`config.mk`:
```
export PLATFORM = sky130hd
export DESIGN_NAME = pipe_stage_reg
export DESIGN_NICKNAME = d
export VERILOG_FILES = /design/src/rtl/pipe_stage_reg.sv
export SDC_FILE = /design/constraint.sdc
export NUM_CORES = 1
export LEC_CHECK = 0
export BUFFER_PORTS_ARGS = -buffer_cell sky130_fd_sc_hd__buf_2
export CORE_UTILIZATION = 47
export DETAILED_ROUTE_END_ITERATION = 12
export MAX_ROUTING_LAYER = met4
export PLACE_DENSITY = 0.9
export SLEW_MARGIN = 5
export SYNTH_ARGS = -nofsm -noshare
export SYNTH_HDL_FRONTEND = slang
export SYNTH_SLANG_ARGS = --single-unit
```
`constraint.sdc`:
```
create_clock -name clk -period 2.5 [get_ports clk]
set_clock_uncertainty 0.2 [all_clocks]
set_input_delay 0.375 -clock clk [delete_from_list [all_inputs] [get_ports clk]]
set_output_delay 0.375 -clock clk [all_outputs]
set_load 0.03 [all_outputs]
```
`src/rtl/pipe_stage_reg.sv`:
```
// pipe_stage_reg - elastic pipeline stage register with valid/ready handshake
// on both sides, synchronous flush and a saturating stall-cycle counter.
//
// Build option: define PIPE_STAGE_SKID_EN to add a second (skid) entry and
// make in_ready a register output. With the macro undefined the stage holds
// at most one entry and in_ready is combinational from out_ready.
//
// States:
//   state | meaning
//   EMPTY | main_v=0, nothing held
//   ONE   | main_v=1, skid_v=0, main entry presented downstream
//   TWO   | main_v=1, skid_v=1, skid entry queued behind main (skid build only)
//
// Ports:
//   clk, reset_n        clock (rising edge), async active-low reset
//   in_valid/in_ready   upstream handshake, in_data payload
//   out_valid/out_ready downstream handshake, out_data payload
//   flush               synchronous kill of all held entries
//   occupancy           number of held entries
//   stall_cycles        saturating count of out_valid && !out_ready cycles
//   stall_clr           synchronous clear of stall_cycles
module pipe_stage_reg #(
  parameter int                 WIDTH       = 64,
  parameter logic [WIDTH-1:0]   RESET_DATA  = {WIDTH{1'b0}},
  parameter int                 STALL_CNT_W = 16
) (
  input  logic                   clk,
  input  logic                   reset_n,
  input  logic                   in_valid,
  output logic                   in_ready,
  input  logic [WIDTH-1:0]       in_data,
  output logic                   out_valid,
  input  logic                   out_ready,
  output logic [WIDTH-1:0]       out_data,
  input  logic                   flush,
  output logic [1:0]             occupancy,
  output logic [STALL_CNT_W-1:0] stall_cycles,
  input  logic                   stall_clr
);

  logic             main_v;
  logic [WIDTH-1:0] main_d;
  logic             in_xfer;
  logic             out_xfer;

  assign in_xfer   = in_valid && in_ready;
  assign out_xfer  = main_v && out_ready;
  assign out_valid = main_v;
  assign out_data  = main_d;

`ifdef PIPE_STAGE_SKID_EN
  logic             skid_v;
  logic [WIDTH-1:0] skid_d;

  // skid_v is a flop, so flush is the only combinational term on in_ready.
  assign in_ready  = !skid_v && !flush;
  assign occupancy = {1'b0, main_v} + {1'b0, skid_v};

  always_ff @(posedge clk or negedge reset_n) begin
    if (!reset_n) begin
      main_v <= 1'b0;
      skid_v <= 1'b0;
    end else if (flush) begin
      main_v <= 1'b0;
      skid_v <= 1'b0;
    end else if (!main_v) begin
      main_v <= in_xfer;
    end else if (!skid_v) begin
      if (out_xfer && !in_xfer)
        main_v <= 1'b0;
      else if (in_xfer && !out_xfer)
        skid_v <= 1'b1;
    end else if (out_xfer) begin
      skid_v <= 1'b0;
    end
  end

  // Payload moves are gated only by transfers; flush leaves data untouched.
  always_ff @(posedge clk or negedge reset_n) begin
    if (!reset_n) begin
      main_d <= RESET_DATA;
      skid_d <= RESET_DATA;
    end else if (!main_v) begin
      if (in_xfer)
        main_d <= in_data;
    end else if (!skid_v) begin
      if (in_xfer && out_xfer)
        main_d <= in_data;
      else if (in_xfer)
        skid_d <= in_data;
    end else if (out_xfer) begin
      main_d <= skid_d;
    end
  end
`else
  // Single entry: a new payload can only land when the slot is free or
  // being emptied in the same cycle.
  assign in_ready  = (!main_v || out_ready) && !flush;
  assign occupancy = {1'b0, main_v};

  always_ff @(posedge clk or negedge reset_n) begin
    if (!reset_n)
      main_v <= 1'b0;
    else if (flush)
      main_v <= 1'b0;
    else if (in_xfer)
      main_v <= 1'b1;
    else if (out_xfer)
      main_v <= 1'b0;
  end

  always_ff @(posedge clk or negedge reset_n) begin
    if (!reset_n)
      main_d <= RESET_DATA;
    else if (in_xfer)
      main_d <= in_data;
  end
`endif

  // Clear wins over increment; flush deliberately does not touch the count.
  always_ff @(posedge clk or negedge reset_n) begin
    if (!reset_n)
      stall_cycles <= '0;
    else if (stall_clr)
      stall_cycles <= '0;
    else if (main_v && !out_ready && (stall_cycles != {STALL_CNT_W{1'b1}}))
      stall_cycles <= stall_cycles + 1'b1;
  end

endmodule

```
# Word level (Yosys, flattened, before mapping)
# Cells that the tools add are included.
word_totals:
  regBits: 81
  inputBits: 70
  out_inout_bits: 84
  word_cells: 21
op_classes:
  n_addsub: 1
  eq_ne: 1
  n_mux: 5
  reduce_logical: 11
op_table:
  columns: ["cell", "count"]
  rows:
  - ["$mux W16", 2]
  - ["$add A16 B1 Y16 const B", 1]
  - ["$ne A16 B16 Y1 const B", 1]
  - ["$logic_and A1 B1 Y1", 5]
  - ["$logic_not A1 Y1", 3]
  - ["$mux W1", 3]
  - ["$reduce_bool A3 Y1", 1]
  - ["$reduce_bool A2 Y1", 1]
  - ["$logic_or A1 B1 Y1", 1]

# Longest topological paths before layout
logic_depth:
  ltp_word: 6
  depth_mapped: 6
  depth_no_buf: 5

# Worst setup path before layout
# OpenSTA, ideal clock, no wires.
synth_timing:
  path_type: "reg2reg"
  startpoint: "reg main_v, in the netlist out_valid"
  endpoint: "reg main_d[0], in the netlist out_data[0]"
  setup_time_ps: 125
  t_arrival_ps: 2103
  required_time_ps: 2175
  slack_ps: 72
  stages_incl_launch_ff: 7
  n_path_buf: 2
  synth_period_minus_slack_ps: 2428
  cell_sequence: "dfrtp_1 -> nor2b_1 -> nor2_1 -> and2_1 -> buf_2 -> buf_2 -> mux2_2"
synth_between:
  elab_chain_len: 4
synth_lines:
  columns: ["item", "line", "text"]
  rows:
  - ["from (decl)", "41", "logic main_v;"]
  - ["from (signal assigned)", "103", "main_v <= 1'b0;"]
  - ["from (signal assigned)", "105", "main_v <= 1'b0;"]
  - ["from (signal assigned)", "107", "main_v <= 1'b1;"]
  - ["$logic_not A1 Y1", "98", "assign in_ready = (!main_v || out_ready) && !flush;"]
  - ["$logic_or A1 B1 Y1", "98", null]
  - ["$logic_and A1 B1 Y1", "98", null]
  - ["named net in_ready", "30", "output logic in_ready,"]
  - ["$logic_and A1 B1 Y1", "46", "assign in_xfer = in_valid && in_ready;"]
  - ["to (signal assigned)", "116", "main_d <= in_data;"]
  - ["to (decl)", "42", "logic [WIDTH-1:0] main_d;"]
# The timed path passes the listed nets, and every way through them passes these cells.
# A chain may end at the register's enable or synchronous reset.

# Final worst setup path
layout_timing:
  startpoint: "in flush"
  endpoint: "reg main_d[22], in the netlist out_data[22]"
layout_between:
  elab_chain_len: 3
layout_lines:
  columns: ["item", "line", "text"]
  rows:
  - ["from (decl)", "35", "input logic flush,"]
  - ["$logic_not A1 Y1", "98", null]
  - ["$logic_and A1 B1 Y1", "98", null]
  - ["$logic_and A1 B1 Y1", "46", null]
# No other way between the ends.

==> flow_summary.toml <==
[yosys]
synth_compound_area_share_pct = 4.51
synthMuxAreaShare_pct = 22.1
synth-seq-cells = 81
synth.area.top_cells = "dfrtp_1, mux2_2, a21oi_1, or3_1, nand3_1"
async_reset_ff_share_pct = 100
synthAdderAreaFrac_pct = 0.373
synth_common_cells = "dfrtp_1, mux2_2, a21oi_1"
synth_top_area_share_pct = 60.4
ys_seq_area_share_pct = 60.4
synthSimpleGateAreaFrac_pct = 10.2
synth_area_um2 = 3350
synthCells = 247
synth_edf_count = 0
ys_warn_count = 0
synth_cell_types = 32
ys.flop_type = "dfrtp_1"
synth.net_count = 318
avgSynthCellArea_um2 = 13.6
synth_top_family_by_area = "multiplexers"
synth_xor_area_share_pct = 0
yosysMostFrequentCell = "dfrtp_1"
yosys.area.top_type = "dfrtp_1"

[final_layout]
layout.nets = 475
areaGrowthSynthToFinish_pct = 34.1
layout.cells.non_filler = 505
drive_gt1_share_pct = 59.2
antenna_cells = 0
fill_cells = 536
regArea_um2 = 2030
multi_input_area_um2 = 1250

[global_route]
grt_pass1_wl_mm = 11.8
gr-max-usage-layer = "met2"
grt.total_usage_pct = 20.9
grt_use_met1_pct = 24.5
grt_overflow = 0
antenna_found_initial = 0
grt_max_degree = 65
met2_usage_pct = 35.6
grt_pass1_vias = 2502
grt_util_met3_pct = 5.14

[setup_path]
ff2ff_setup_slack_ns = 0.26
cp_data_required_time_ns = 2.51
critPathMaxFanout = 64
endpoint_kind = "flip-flop"
critPathLaunchType = "input port"
crit_arrival_ns = 2.37
crit_type = "input port to flip-flop"

[sta]
finalHoldViolCount = 0
period_share_pct = 94.1
maxSlewViolCount = 0
fin_crit_ns = 2.35
tightest_slew_ns = 0.785
hold_ws_ns = 0.0601
rsz0062_at_grt = "no"
setup_ws_ns = 0.146
relSlewSlack_pct = 47.7
max_freq_mhz = 425
setup_viol = 0
finalSetupTns_ns = 0

[placement]
place_inst = 487
portBuffers = 152
hpwl_mm = 5.50
dp_slack_ns = 0.256
place.gp.congestion = 0.865

[floorplanning]
core-area_um2 = 6830
start_util_pct = 49.1
dieArea_um2 = 7480
die_w_um = 86.5
row_count = 30
io_pins = 154
die_h_um = 86.5

[detailed_routing]
drc_errors = 0
vias = 2640
dr.pass1.iters = 4
via_per_inst = 5.23
ant_nets = 0
wl_mm = 7.47
avgRoutedWirePerCell_um = 14.8
drt_iter0_markers = 71

[clock_tree]
clk_pin_slew_ns = 0.09
clk_path_buf_depth = 2
cts_made_buffers = 9
cts_max_level = 3
ctsResizeCount = 0
postCtsSetupBuffers = 0
cts_tree = "built"
hold_buffers = 2
root_buffer = "clkbuf_8"
clkLatencyLatePin_ns = 0.34
clock_sinks = 81

[run_status]
status = "finished, final reports clean"

[power_and_ir_drop]
irDropWorstVdd_mv = 0.370
p_leak_nw = 2.15
power_density_nw_per_um2 = 812
fin_total_pwr_w = 0.00365

[run]
maxCapViolCount = 0

[min_path]
hold_class = "input port to flip-flop"
critical path, cell delays in order:
cell and delay [ns]:
dlygate4sd3_1 0.53, buf_2 0.13, nor2_1 0.12, and2_2 0.15, buf_4 0.59, mux2_2 0.42
registers in the layout, summed over array words and instances, names as in the netlist:
name	flops
out_data	64
out_valid	1
stall_cycles	16
cell families after synthesis:
family          after synthesis
other cells                   1
compound gates               27
buf+inv                      15
fa+ha+maj                     1
mux                          66
flops                        81
simple gates                 56
routing by layer:
layer	wire [um]	share of wire [%]	vias up
met4	53	0.71	0
met1	2970	40	1299
met2	3950	53	116
met3	492	6.6	8
li1	-	-	1217
met5	0	0	-
cell type report:
class,instances,area share [%]
flip-flops and latches,81,45.1
repair buffers,158,18.4
well taps,96,2.67
clock inverters,5,2.45
clock buffers,11,3.37
inverters,3,0.250
multi-input cells,151,27.8
report_power, final:
| part | internal (W) | leakage (nW) | switching [W] |
|---|---|---|---|
| Clock | 0.000727 | 0.132 | 0.000465 |
| Sequential | 0.00149 | 0.988 | 0.0000915 |
| Combinational | 0.000318 | 1.03 | 0.000565 |
| Total | 0.00253 | 2.15 | 0.00112 |
placed cells by master (no fill, tap or decap), drive strengths merged, types with 2 or more instances in the layout:
cell type and n:
o31ai 4, nand3 9, nand2b 3, nand4 5, mux2 65, and4 3
nor2b 2, clkbuf 11, dlygate4sd3 2, bufinv 3, buf 156, nand2 4
nor3 4, nor2 7, or4 3, nor4 3, a21oi 13, o21ai 8
or3 9, dfrtp 81, inv 4
metrics by stage:
step	area [um2]	util [%]
after detailed placement	4220	61.7
after global routing	4500	65.8
after global placement	4220	61.7
after floorplan	3350	-
final	4500	65.8
after CTS	4500	65.8
final timing paths:
kind | start | endpoint | cells past startpoint
setup / recovery | flush | out_data[22] | 6
hold / removal | in_data[17] | out_data[17] | 2
setup reg to reg | out_valid | out_data[22] | 5
hold reg to reg | out_data[56] | out_data[56] | 1
max in group asynchronous | reset_n | out_data[31] | 3
min in group asynchronous | reset_n | out_data[0] | 2
(Power assumes the default switching activity.)
